[config.mk]
export PLATFORM = sky130hd
export DESIGN_NAME = seq_booth_mult
export DESIGN_NICKNAME = d
export VERILOG_FILES = /design/src/rtl/seq_booth_mult_pkg.sv /design/src/rtl/seq_booth_mult_step.sv /design/src/rtl/seq_booth_mult.sv
export SDC_FILE = /design/constraint.sdc
export NUM_CORES = 1
export LEC_CHECK = 0
export CAP_MARGIN = 20
export CORE_MARGIN = 2
export CORE_UTILIZATION = 35
export CTS_BUF_LIST = sky130_fd_sc_hd__clkbuf_2 sky130_fd_sc_hd__clkbuf_4 sky130_fd_sc_hd__clkbuf_8
export DETAILED_ROUTE_END_ITERATION = 12
export MAX_ROUTING_LAYER = met4
export PLACE_DENSITY = 0.54
export SYNTH_ARGS = -nofsm -noshare
export SYNTH_HDL_FRONTEND = slang
export SYNTH_SLANG_ARGS = --single-unit
[constraint.sdc]
create_clock -name clk -period 2.6 [get_ports clk]
set_input_delay 0.52 -clock clk [delete_from_list [all_inputs] [get_ports clk]]
set_output_delay 0.52 -clock clk [all_outputs]
set_load 0.005 [all_outputs]
[src/rtl/seq_booth_mult_pkg.sv]
// Shared types and defaults for the radix-2 Booth sequential multiplier.
package seq_booth_mult_pkg;

   localparam int DEFAULT_WIDTH = 8;

   typedef enum logic [1:0] {
      S_IDLE = 2'd0,
      S_CALC = 2'd1,
      S_DONE = 2'd2
   } state_t;

   typedef enum logic [1:0] {
      OP_NONE = 2'd0,
      OP_ADD  = 2'd1,
      OP_SUB  = 2'd2
   } booth_op_t;

endpackage

[src/rtl/seq_booth_mult_step.sv]
// One radix-2 Booth iteration: conditional add/sub of M into A, then an
// arithmetic shift right of {A, Q, q_m1}. Purely combinational.
module booth_step
   import seq_booth_mult_pkg::*;
#(
   parameter int WIDTH = DEFAULT_WIDTH
) (
   input  logic [WIDTH:0] a_i,
   input  logic [WIDTH:0] q_i,
   input  logic           q_m1_i,
   input  logic [WIDTH:0] m_i,
   output logic [WIDTH:0] a_o,
   output logic [WIDTH:0] q_o,
   output logic           q_m1_o
);

   booth_op_t      op;
   logic [WIDTH:0] sum;

   // NOTE: every signal written in always_comb gets a default first, so no latch is inferred.
   always_comb begin
      op = OP_NONE;
      unique case ({q_i[0], q_m1_i})
         2'b01:   op = OP_ADD;
         2'b10:   op = OP_SUB;
         default: op = OP_NONE;
      endcase
   end

   always_comb begin
      sum = a_i;
      unique case (op)
         OP_ADD:  sum = a_i + m_i;
         OP_SUB:  sum = a_i - m_i;
         default: sum = a_i;
      endcase
   end

   // The MSB of the adder result is replicated so the shift stays arithmetic.
   assign a_o    = {sum[WIDTH], sum[WIDTH:1]};
   assign q_o    = {sum[0], q_i[WIDTH:1]};
   assign q_m1_o = q_i[0];

endmodule

[src/rtl/seq_booth_mult.sv]
// Sequential radix-2 Booth multiplier, signed or unsigned per operation,
// one Booth step per clock, valid/ready on both sides with back-to-back issue.
module seq_booth_mult
   import seq_booth_mult_pkg::*;
#(
   parameter int WIDTH = DEFAULT_WIDTH
) (
   input  logic               clk,
   input  logic               rst_b,
   input  logic               in_valid,
   output logic               in_ready,
   input  logic               signed_mode,
   input  logic [WIDTH-1:0]   multiplicand,
   input  logic [WIDTH-1:0]   multiplier,
   output logic               out_valid,
   input  logic               out_ready,
   output logic [2*WIDTH-1:0] product,
   output logic               busy
);

   localparam int CNT_W = $clog2(WIDTH + 2);

   state_t             state_q, state_d;
   logic [WIDTH:0]     m_q, m_d;
   logic [WIDTH:0]     q_q, q_d;
   logic [WIDTH:0]     a_q, a_d;
   logic               qm1_q, qm1_d;
   logic [CNT_W-1:0]   cnt_q, cnt_d;
   logic [2*WIDTH-1:0] product_q, product_d;

   logic [WIDTH:0]     step_a, step_q;
   logic               step_qm1;
   logic [WIDTH:0]     m_ext, q_ext;
   logic               accept;

   booth_step #(.WIDTH(WIDTH)) u_step (
      .a_i    (a_q),
      .q_i    (q_q),
      .q_m1_i (qm1_q),
      .m_i    (m_q),
      .a_o    (step_a),
      .q_o    (step_q),
      .q_m1_o (step_qm1)
   );

   // Operands widen by one bit so unsigned values look positive to the Booth core.
   assign m_ext = {signed_mode & multiplicand[WIDTH-1], multiplicand};
   assign q_ext = {signed_mode & multiplier[WIDTH-1], multiplier};

   assign in_ready  = (state_q == S_IDLE) || ((state_q == S_DONE) && out_ready);
   assign accept    = in_valid && in_ready;
   assign out_valid = (state_q == S_DONE);
   assign busy      = (state_q == S_CALC);
   assign product   = product_q;

   always_comb begin
      state_d   = state_q;
      m_d       = m_q;
      q_d       = q_q;
      a_d       = a_q;
      qm1_d     = qm1_q;
      cnt_d     = cnt_q;
      product_d = product_q;

      unique case (state_q)
         S_IDLE, S_DONE: begin
            if (accept) begin
               m_d     = m_ext;
               q_d     = q_ext;
               a_d     = '0;
               qm1_d   = 1'b0;
               cnt_d   = CNT_W'(WIDTH + 1);
               state_d = S_CALC;
            end else if ((state_q == S_DONE) && out_ready) begin
               state_d = S_IDLE;
            end
         end
         S_CALC: begin
            a_d   = step_a;
            q_d   = step_q;
            qm1_d = step_qm1;
            cnt_d = cnt_q - CNT_W'(1);
            if (cnt_q == CNT_W'(1)) begin
               // Full {A,Q} is 2*WIDTH+2 bits; its low 2*WIDTH bits are the exact product.
               product_d = {step_a[WIDTH-2:0], step_q};
               state_d   = S_DONE;
            end
         end
         default: state_d = S_IDLE;
      endcase
   end

   // NOTE: sequential state uses non-blocking assignments so every register updates from pre-edge values.
   always_ff @(posedge clk or negedge rst_b) begin
      if (!rst_b) begin
         state_q   <= S_IDLE;
         m_q       <= '0;
         q_q       <= '0;
         a_q       <= '0;
         qm1_q     <= 1'b0;
         cnt_q     <= '0;
         product_q <= '0;
      end else begin
         state_q   <= state_d;
         m_q       <= m_d;
         q_q       <= q_d;
         a_q       <= a_d;
         qm1_q     <= qm1_d;
         cnt_q     <= cnt_d;
         product_q <= product_d;
      end
   end

endmodule

# == After elaboration in Yosys (flattened, before gate mapping) ==
# Cells that the tools add are included.
# classes
n_mux,14
eq_ne,10
n_addsub,3
n_reduce_logical,10
bitwise_logic,2
# op_table
operator,count
9-bit one-hot mux with 2 select lines,3
9-bit two-way mux,2
9-bit adder,1
9-bit subtractor,1
2-bit one-hot mux with 2 select lines,2
4-bit one-hot mux with 2 select lines,1
2-bit AND reduction,4
"2-bit by 1-bit == test with 1-bit output, second input constant",3
"2-bit == test, second input constant",3
2-bit two-way mux,3
"4-bit by 1-bit == test with 1-bit output, second input constant",1
4-bit two-way mux,1
"4-bit by 1-bit subtractor with 4-bit output, second input constant",1
"3-bit inequality test, second input constant",1
1-bit AND,2
1-bit logical AND,2
2-bit logical NOT,1
"2-bit by 1-bit inequality test with 1-bit output, second input constant",1
"2-bit inequality test, second input constant",1
1-bit one-hot mux with 2 select lines,1
2-bit nonzero test,1
2-bit OR reduction,1
1-bit logical OR,1
1-bit two-way mux,1
# totals
word_cells,46
reg_bits,50

# == Longest topological paths before layout ==
# logic_depth
word_depth,6
mapped_depth,12
depth_no_buf,11

# == Hierarchy ==
# A second synthesis with hierarchy kept.
# hier_totals
hier_cells,268
area_unflattened_um2,2882.8
# by_module_without_submodules
module,instances,cells_each,area_per_inst_um2,seq_area_each_um2
seq_booth_mult,1,164,2122.0,1251.2
booth_step,1,104,760.7,0.0

# == Least setup slack after synthesis ==
# No wires, ideal clock.
# synth_timing
path_kind,register to register
startpoint,register qm1_q
endpoint,register a_q[7]
setup_ns,0.136
path_slack_ns,0.009
synth_period_minus_slack_ns,2.591
t_arrival_ns,2.456
path_stages_with_launch,12
cell_sequence,dfrtp_1 > inv_1 > ha_1 > clkbuf_1 > mux2_2 > fa_1 > nand2b_1 > a21oi_1 > o22ai_2 > xnor2_1 > o311ai_1 > o41ai_1
# synth_between
elab_chain_len,5
# synth_rtl
element,line,text
from (decl),seq_booth_mult.sv:27,"logic qm1_q, qm1_d;"
from (signal assigned),seq_booth_mult.sv:108,qm1_q <= qm1_d;
2-bit == test / 2-bit by 1-bit == test with 1-bit output (equally long branches),seq_booth_mult_step.sv:23,"unique case ({q_i[0], q_m1_i})"
2-bit one-hot mux with 2 select lines *,seq_booth_mult_step.sv:23,
2-bit == test / 2-bit by 1-bit == test with 1-bit output (equally long branches),seq_booth_mult_step.sv:32,unique case (op)
9-bit one-hot mux with 2 select lines *,seq_booth_mult_step.sv:32,
9-bit one-hot mux with 2 select lines *,seq_booth_mult.sv:65,unique case (state_q)
to (signal assigned),seq_booth_mult.sv:99,a_q <= '0;
to (signal assigned),seq_booth_mult.sv:107,a_q <= a_d;
to (decl),seq_booth_mult.sv:26,"logic [WIDTH:0] a_q, a_d;"
# Mark *: on every way between the ends. The rest lies on a longest branch, timed or not.
# A chain may end at the register's enable or synchronous reset.

# == Worst setup path after layout ==
# layout_timing
startpoint,register q_q[0]
endpoint,register a_q[7]
# layout_between
elab_chain_len,5
# layout_rtl
element,line,text
from (decl),seq_booth_mult.sv:25,"logic [WIDTH:0] q_q, q_d;"
from (signal assigned),seq_booth_mult.sv:106,q_q <= q_d;
2-bit == test / 2-bit by 1-bit == test with 1-bit output (equally long branches),seq_booth_mult_step.sv:23,
2-bit one-hot mux with 2 select lines *,seq_booth_mult_step.sv:23,
2-bit == test / 2-bit by 1-bit == test with 1-bit output (equally long branches),seq_booth_mult_step.sv:32,
9-bit one-hot mux with 2 select lines *,seq_booth_mult_step.sv:32,
9-bit one-hot mux with 2 select lines *,seq_booth_mult.sv:65,
# Marks and branches as above.

==> results_dict.tcl <==
set metrics [dict create \
    yosysWarnings 0 \
    relSlewSlack 0.587 \
    row_count 31 \
    synth-simple-area-share 0.156 \
    drv_cap 0 \
    status "completed" \
    grt_pass1_wl_mm 9.07 \
    wl_per_cell_um 13.8 \
    areaGrowthSynthToFinish_pct 30.1 \
    synthArstFlopShare 1.00 \
    grt_overflow 0 \
    via_per_inst 4.85 \
    routed_wl_mm 5.65 \
    slew_viol_final 0 \
    synth_compound_area_frac 0.144 \
    grt_usage 0.151 \
    cp.arrival_ps 2750 \
    placed_cells_incl_taps 392 \
    die_w_um 89.1 \
    synthTopCellsByCount "dfrtp_1 (49), nand2_1 (36), nor2_1 (21)" \
    synth_ff_type "dfrtp_1" \
    hold_class "input port to async pin" \
    fin_crit_ps 2570 \
    cts_tree "done" \
    synth-xor-area-share 0.0449 \
    ant_nets 0 \
    grt_max_degree 50 \
    synthAdderAreaFrac 0.0672 \
    muxShareOfSynthArea 0.0686 \
    syn-mean-instance-area_sq_um 9.82 \
    cts.clk_slew.worst_paths_ps 90 \
    dieArea_sq_um 7940 \
    portBuffers 39 \
    syn_inst 258 \
    synth.distinct_cells 45 \
    setup_viol 0 \
    dr.pass1.iters 4 \
    gp_congestion 0.790 \
    synth_area_sq_um 2530 \
    finalHoldViolCount 0 \
    fmax_mhz 389 \
    drt_iter0_markers 55 \
    synth_top_area_share 0.484 \
    crit_fanout 7 \
    clock_latency_ps 300 \
    critPathKind "flop to flop" \
    insertedDiodeCount 0 \
    ios 40 \
    final_nets 342 \
    rsz0062_at_grt "true" \
    ys_seq_elements 49 \
    yosysSeqAreaShare 0.484 \
    die_h_um 89.1 \
    period_share 0.990 \
    design.core.area_sq_um 7140 \
    end_kind "flop" \
    cts_hold_buf 0 \
    drive_gt1_frac 0.178 \
    drc_errors 0 \
    root_buffer "clkbuf_8" \
    grt_pass1_vias 1888 \
    synth.most_common_cell "dfrtp_1" \
    skew_ps 7.40 \
    initial_utilization 0.355 \
    synth.area.top_cells "dfrtp_1 (48%), ha_1 (5.9%), nand2_1 (5.3%)" \
    place_hpwl_mm 3.89 \
    via_count 1977 \
    crit_required_ps 2780 \
    cts-htree-levels 2 \
    layout.cells.non_filler 408 \
    worst_pin_slew_ps 619 \
    synth_top_cell_by_area "dfrtp_1" \
    syn_nets 292 \
    ctsLongestPathBuffers 2 \
    synth_top_family_by_area "simple AND/OR/NAND/NOR gates" \
    numCtsBuffers 5 \
    cp-start-kind "flop" \
    cts.sinks 49 \
    antenna_found_initial 0 \
    synth_edf_count 0 \
    nFillCells 703 \
]
[worst paths after layout]
path	from	to	slack, ps	cells after the start
min in group clk	product[13]$_DFFE_PN0P_	product[13]$_DFFE_PN0P_	490	2
min reg2reg	product[13]$_DFFE_PN0P_	product[13]$_DFFE_PN0P_	490	2
min	rst_b	product[15]$_DFFE_PN0P_	310	2
max reg2reg	q_q[0]$_DFFE_PN0P_	a_q[7]$_DFFE_PN0P_	30	12
max in group asynchronous	rst_b	m_q[2]$_DFFE_PN0P_	1830	2
max	q_q[0]$_DFFE_PN0P_	a_q[7]$_DFFE_PN0P_	30	12
[per-layer routing]
metal  GRT usage  share of wire  up-vias
met3      0.0277          0.019        7
li1            -              -     1000
met4      0.0407          0.012        0
met2       0.238           0.48       23
met1       0.201           0.49      947
met5           -              0        -
[cells in the final DEF (no fill, tap or decap), types with 3 or more instances in the layout]
| master | Yosys | final |
|---|---|---|
| dfrtp_1 | 49 | 46 |
| clkdlybuf4s50_1 | 0 | 38 |
| nand2_1 | 36 | 36 |
| nor2_1 | 21 | 21 |
| buf_4 | 0 | 14 |
| nand3_1 | 13 | 13 |
| o21ai_1 | 12 | 12 |
| o21ai_0 | 12 | 12 |
| ha_1 | 12 | 11 |
| a21oi_1 | 10 | 9 |
| xnor2_1 | 10 | 8 |
| inv_1 | 9 | 7 |
| mux2_2 | 7 | 7 |
| o22ai_1 | 7 | 7 |
| mux2i_1 | 5 | 5 |
| clkbuf_8 | 0 | 5 |
| mux2_1 | 4 | 4 |
| nor2b_1 | 3 | 3 |
| inv_2 | 1 | 3 |
| nor3_1 | 4 | 3 |
| xor2_1 | 3 | 3 |
| dfrtp_2 | 0 | 3 |
[final cells by class]
| class | instances | area [sq um] | area share |
|---|---|---|---|
| multi-input cells | 188 | 1310 | 0.398 |
| inverters | 10 | 37.5 | 0.0114 |
| clock buffers | 7 | 83.8 | 0.0254 |
| repair buffers | 54 | 502 | 0.152 |
| well taps | 99 | 124 | 0.0376 |
| clock inverters | 1 | 7.51 | 0.00228 |
| flip-flops and latches | 49 | 1230 | 0.373 |
[cell families after synthesis]
family | count (synthesis)
simple gates | 87
compound gates | 59
flops | 49
buf+inv | 21
mux | 16
xor+xnor | 13
fa+ha+maj | 13
[registers in the layout, indices dropped and copies added (netlist names)]
name     count
qm1_q        1
state_q      2
a_q          8
product     16
q_q          9
cnt_q        4
m_q          9
[repair_timing]
action / in CTS / in global routing
buffers inserted: 0 / 8
endpoints found under the hold margin: 0 / 0
gates resized for setup: 0 / 21
setup endpoints to repair: 0 / 7
[metrics by stage]
stage | hold slack [ps] | setup WS (ps) | setup TNS [ps] | util | cell area, sq um
detailed placement | 475 | 50.2 | 0 | 0.426 | 3040
CTS | 339 | 25.3 | 0 | 0.439 | 3130
floorplan | 224 | 8.59 | 0 | - | 2530
global route | 380 | -77.4 | -115 | 0.462 | 3300
global placement | 463 | 99.8 | 0 | 0.426 | 3040
finish | 309 | 27.1 | 0 | 0.462 | 3300
[worst max-delay path: stages, from the launching register on]
cell,delay (ps)
dfrtp_1,390
ha_2,190
buf_6,130
a31oi_4,160
xnor2_2,100
ha_1,360
buf_4,140
o211ai_1,130
a21oi_4,170
o22ai_2,110
xnor2_2,160
o311ai_2,300
o41ai_2,120
Power is left out: the tool's default activity adds up to more than one toggle a clock period on the data nets, which glitch-free logic cannot reach.
==> edit 1: new RTL, config.mk and constraints unchanged <==
Encoding of `state_t`: now one-hot (3 bits for 3 states).
--- a/src/rtl/seq_booth_mult_pkg.sv
+++ b/src/rtl/seq_booth_mult_pkg.sv
@@ -3,10 +3,10 @@
 
    localparam int DEFAULT_WIDTH = 8;
 
-   typedef enum logic [1:0] {
-      S_IDLE = 2'd0,
-      S_CALC = 2'd1,
-      S_DONE = 2'd2
+   typedef enum logic [2:0] {
+      S_IDLE = 3'b001,
+      S_CALC = 3'b010,
+      S_DONE = 3'b100
    } state_t;
 
    typedef enum logic [1:0] {
Check against the original RTL: no difference found for any inputs over 10 cycles, from zero or initial values and one cycle with rst_b low; not proved beyond that.
==> edit 1 against the original RTL <==
  * Wire length is 4.6% lower
  * Sequential cell count is 1 higher
  * Worst setup slack better by 110 ps
  * Die area is 3.7% higher
  * Design area is 2.0% higher
  * Synthesized area is 3.9% higher
  * Cell count is 0.98% higher
  * Critical endpoint unchanged
==> edit 1: results <==
[placed_design]
place.gp.congestion = 0.950
dpl.hpwl_um = 4010
pre_cts_ws_ps = 17.4
place_area_sq_um = 3170
place_inst = 400

[clock_tree]
cts_resized = 1
cts_setup_buffers = 0
clk_latency_ps = 310
ctsRootBufferMaster = "clkbuf_8"
cts_made_buffers = 5
path_clk_slew_ps = 100
cts_buffer_depth = 2

[setup_path]
slowest_delay_ps = 440
critPathSlowestCell = "dfrtp_1"
r2r_start = "q_q[0]"
crit_family = "compound AO/OA/AOI/OAI gates"
crit_fanout = 8
timing.rr.end = "a_q[7]"
path_class = "flip-flop to flip-flop"
r2r_cells = 10
cp.arrival_ps = 2650

[pwr]
cellInternalPower_w = 0.00261
p_clk_w = 0.000471

[synthesis]
ys_seq_area_frac = 0.476
synth.distinct_cells = 50
yosysWarnings = 0
synth_fp_nets = 295
netlist_top_cells_area = "dfrtp_1, ha_1, nand2_1"
synth_commonest_cells = "dfrtp_1, nand2_1, nor2_1"
postSynthAreaPerCell_sq_um = 10.1

[routing]
routed_wl_um = 5390
firstDrtPassIters = 4
vias_per_cell = 4.92
dr.first_iter.drc_count = 100

[timing]
timing.hold.ws_ps = 114
skew_ps = 15.9
timing.final.ws_setup_ps = 137
slew_headroom = 0.740

[grt]
antenna_found_initial = 0
grt_pass1_vias = 1965
grt_usage = 0.144
grt_pass1_wl_um = 9280
grt_max_degree = 30

[final_layout]
largest_register_ffs = 16
n_antenna_cell = 0
layout.nets = 346
fin_cells = 412
n_fill_cell = 735
layout-drive-gt1-share = 0.173

[run_status]
run_status = "complete, no violations"

[min_path]
holdCritPathClass = "input port to asynchronous set/reset pin"
## edit 1: metal layers
layer	vias to the layer above	wire length (um)	GRT usage
li1	1015	-	-
met1	965	2660	0.192
met2	43	2440	0.219
met3	6	206	0.0267
met4	0	81	0.0500
met5	-	0	-
## edit 1: logic make-up after synthesis
| family | Yosys count | synth area share |
|---|---|---|
| AND/OR/NAND/NOR | 87 | 0.163 |
| AO/OA/AOI/OAI | 59 | 0.138 |
| flip-flops | 50 | 0.476 |
| buffers and inverters | 22 | 0.0413 |
| XOR/XNOR | 15 | 0.0499 |
| multiplexers | 15 | 0.0670 |
| adder cells (fa/ha/maj) | 13 | 0.0646 |
## edit 1: final cells by class
cell class                      count  area (sq um)  area share
Tap cell                           99           124      0.0369
Clock buffer                        5          68.8      0.0205
Inverter                           11          43.8      0.0130
Sequential cell                    50          1250       0.373
Timing Repair Buffer               55           509       0.152
Clock inverter                      3          25.0     0.00745
Multi-Input combinational cell    189          1340       0.398
==> edit 2: new RTL, config.mk and constraints unchanged <==
Without the edit above. `DEFAULT_WIDTH`: 8 -> 16.
--- a/src/rtl/seq_booth_mult_pkg.sv
+++ b/src/rtl/seq_booth_mult_pkg.sv
@@ -1,7 +1,7 @@
 // Shared types and defaults for the radix-2 Booth sequential multiplier.
 package seq_booth_mult_pkg;
 
-   localparam int DEFAULT_WIDTH = 8;
+   localparam int DEFAULT_WIDTH = 16;
 
    typedef enum logic [1:0] {
       S_IDLE = 2'd0,
Ports: changed (resized multiplicand, multiplier and product); port bits go from 40 to 72. No check against the original RTL was run, so the function may have changed too.
==> edit 2 against the original RTL <==
  * The flow now finishes with violations (setup timing)
  * Synthesized area up 89%
  * Design area up 110%
  * Wire length up 130%
  * Worst setup slack worse by 450 ps
  * Sequential cell count up 41
  * Worst hold slack worse by 140 ps
  * Critical path type unchanged
Power is not shown: default switching activity piles up to over one toggle a cycle in this logic, so the estimate is an artifact.
==> edit 2: results <==
[timing]
finalSetupViolCount = 23
timing.hold.ws_ps = 164
timing.final.ws_setup_ps = -423
fin_tns_setup_ps = -6030

[final_layout]
multi_input_area_share = 0.408
n_fill_cell = 1256
n_sequential_cell = 90
layout.nets = 703
inv_count = 14
buffer_area_frac = 0.194
regArea_sq_um = 2250
area_growth_pct = 42.1

[routing]
vias = 4274
vias_per_cell = 5.17
routed_wl_um = 12700

[grt]
grt_max_degree = 59
grt_pass1_vias = 4356
grt_usage = 0.189

[placed_design]
io_buffers = 71
place.gp.congestion = 0.873
place_inst = 795
dpl.hpwl_um = 8710

[setup_path]
critPathSlowestCell = "or4b_4"
crit_family = "simple AND/OR/NAND/NOR gates"
timing.rr.end = "a_q[14]"

[synthesis]
ys_seq_area_frac = 0.471
postSynthAreaPerCell_sq_um = 9.24
synth_mux_area_frac = 0.0620
synth.distinct_cells = 49
netlist_top_cells_area = "dfrtp_1, nand2_1, ha_1"

[run_status]
violations = "setup timing"
run_status = "finished, violations left"

[clock_tree]
cts_made_buffers = 9
edit 2: changes by cell type after synthesis, sizes merged, moves of 6 or more:
cell	delta
mux2	+10
o22ai	+8
nand2	+46
a21oi	+15
nand3	+6
clkbuf	+20
xnor2	+13
ha	+8
nor2	+36
o21ai	+23
dfrtp	+41
nor3	+6
edit 2: timing repair:
item                       CTS  global route
buffers inserted            10             9
resized for setup           31            64
pin swaps                   24            40
setup endpoints to repair   23            27
edit 2: layer usage:
| layer | track usage | routed length, um | up-vias |
|---|---|---|---|
| met3 | 0.0437 | 556 | 30 |
| li1 | - | - | 2058 |
| met1 | 0.231 | 5670 | 2106 |
| met2 | 0.296 | 6160 | 80 |
| met4 | 0.0872 | 352 | 0 |
| met5 | - | 0 | - |
edit 2: kinds of logic after synthesis:
kind of cell | after synthesis
and+or+nand+nor | 190
muxes | 27
buffers and inverters | 42
xor gates and xnor gates | 25
DFF | 90
adders and majority gates | 21
AOI/OAI and AO/OA | 123
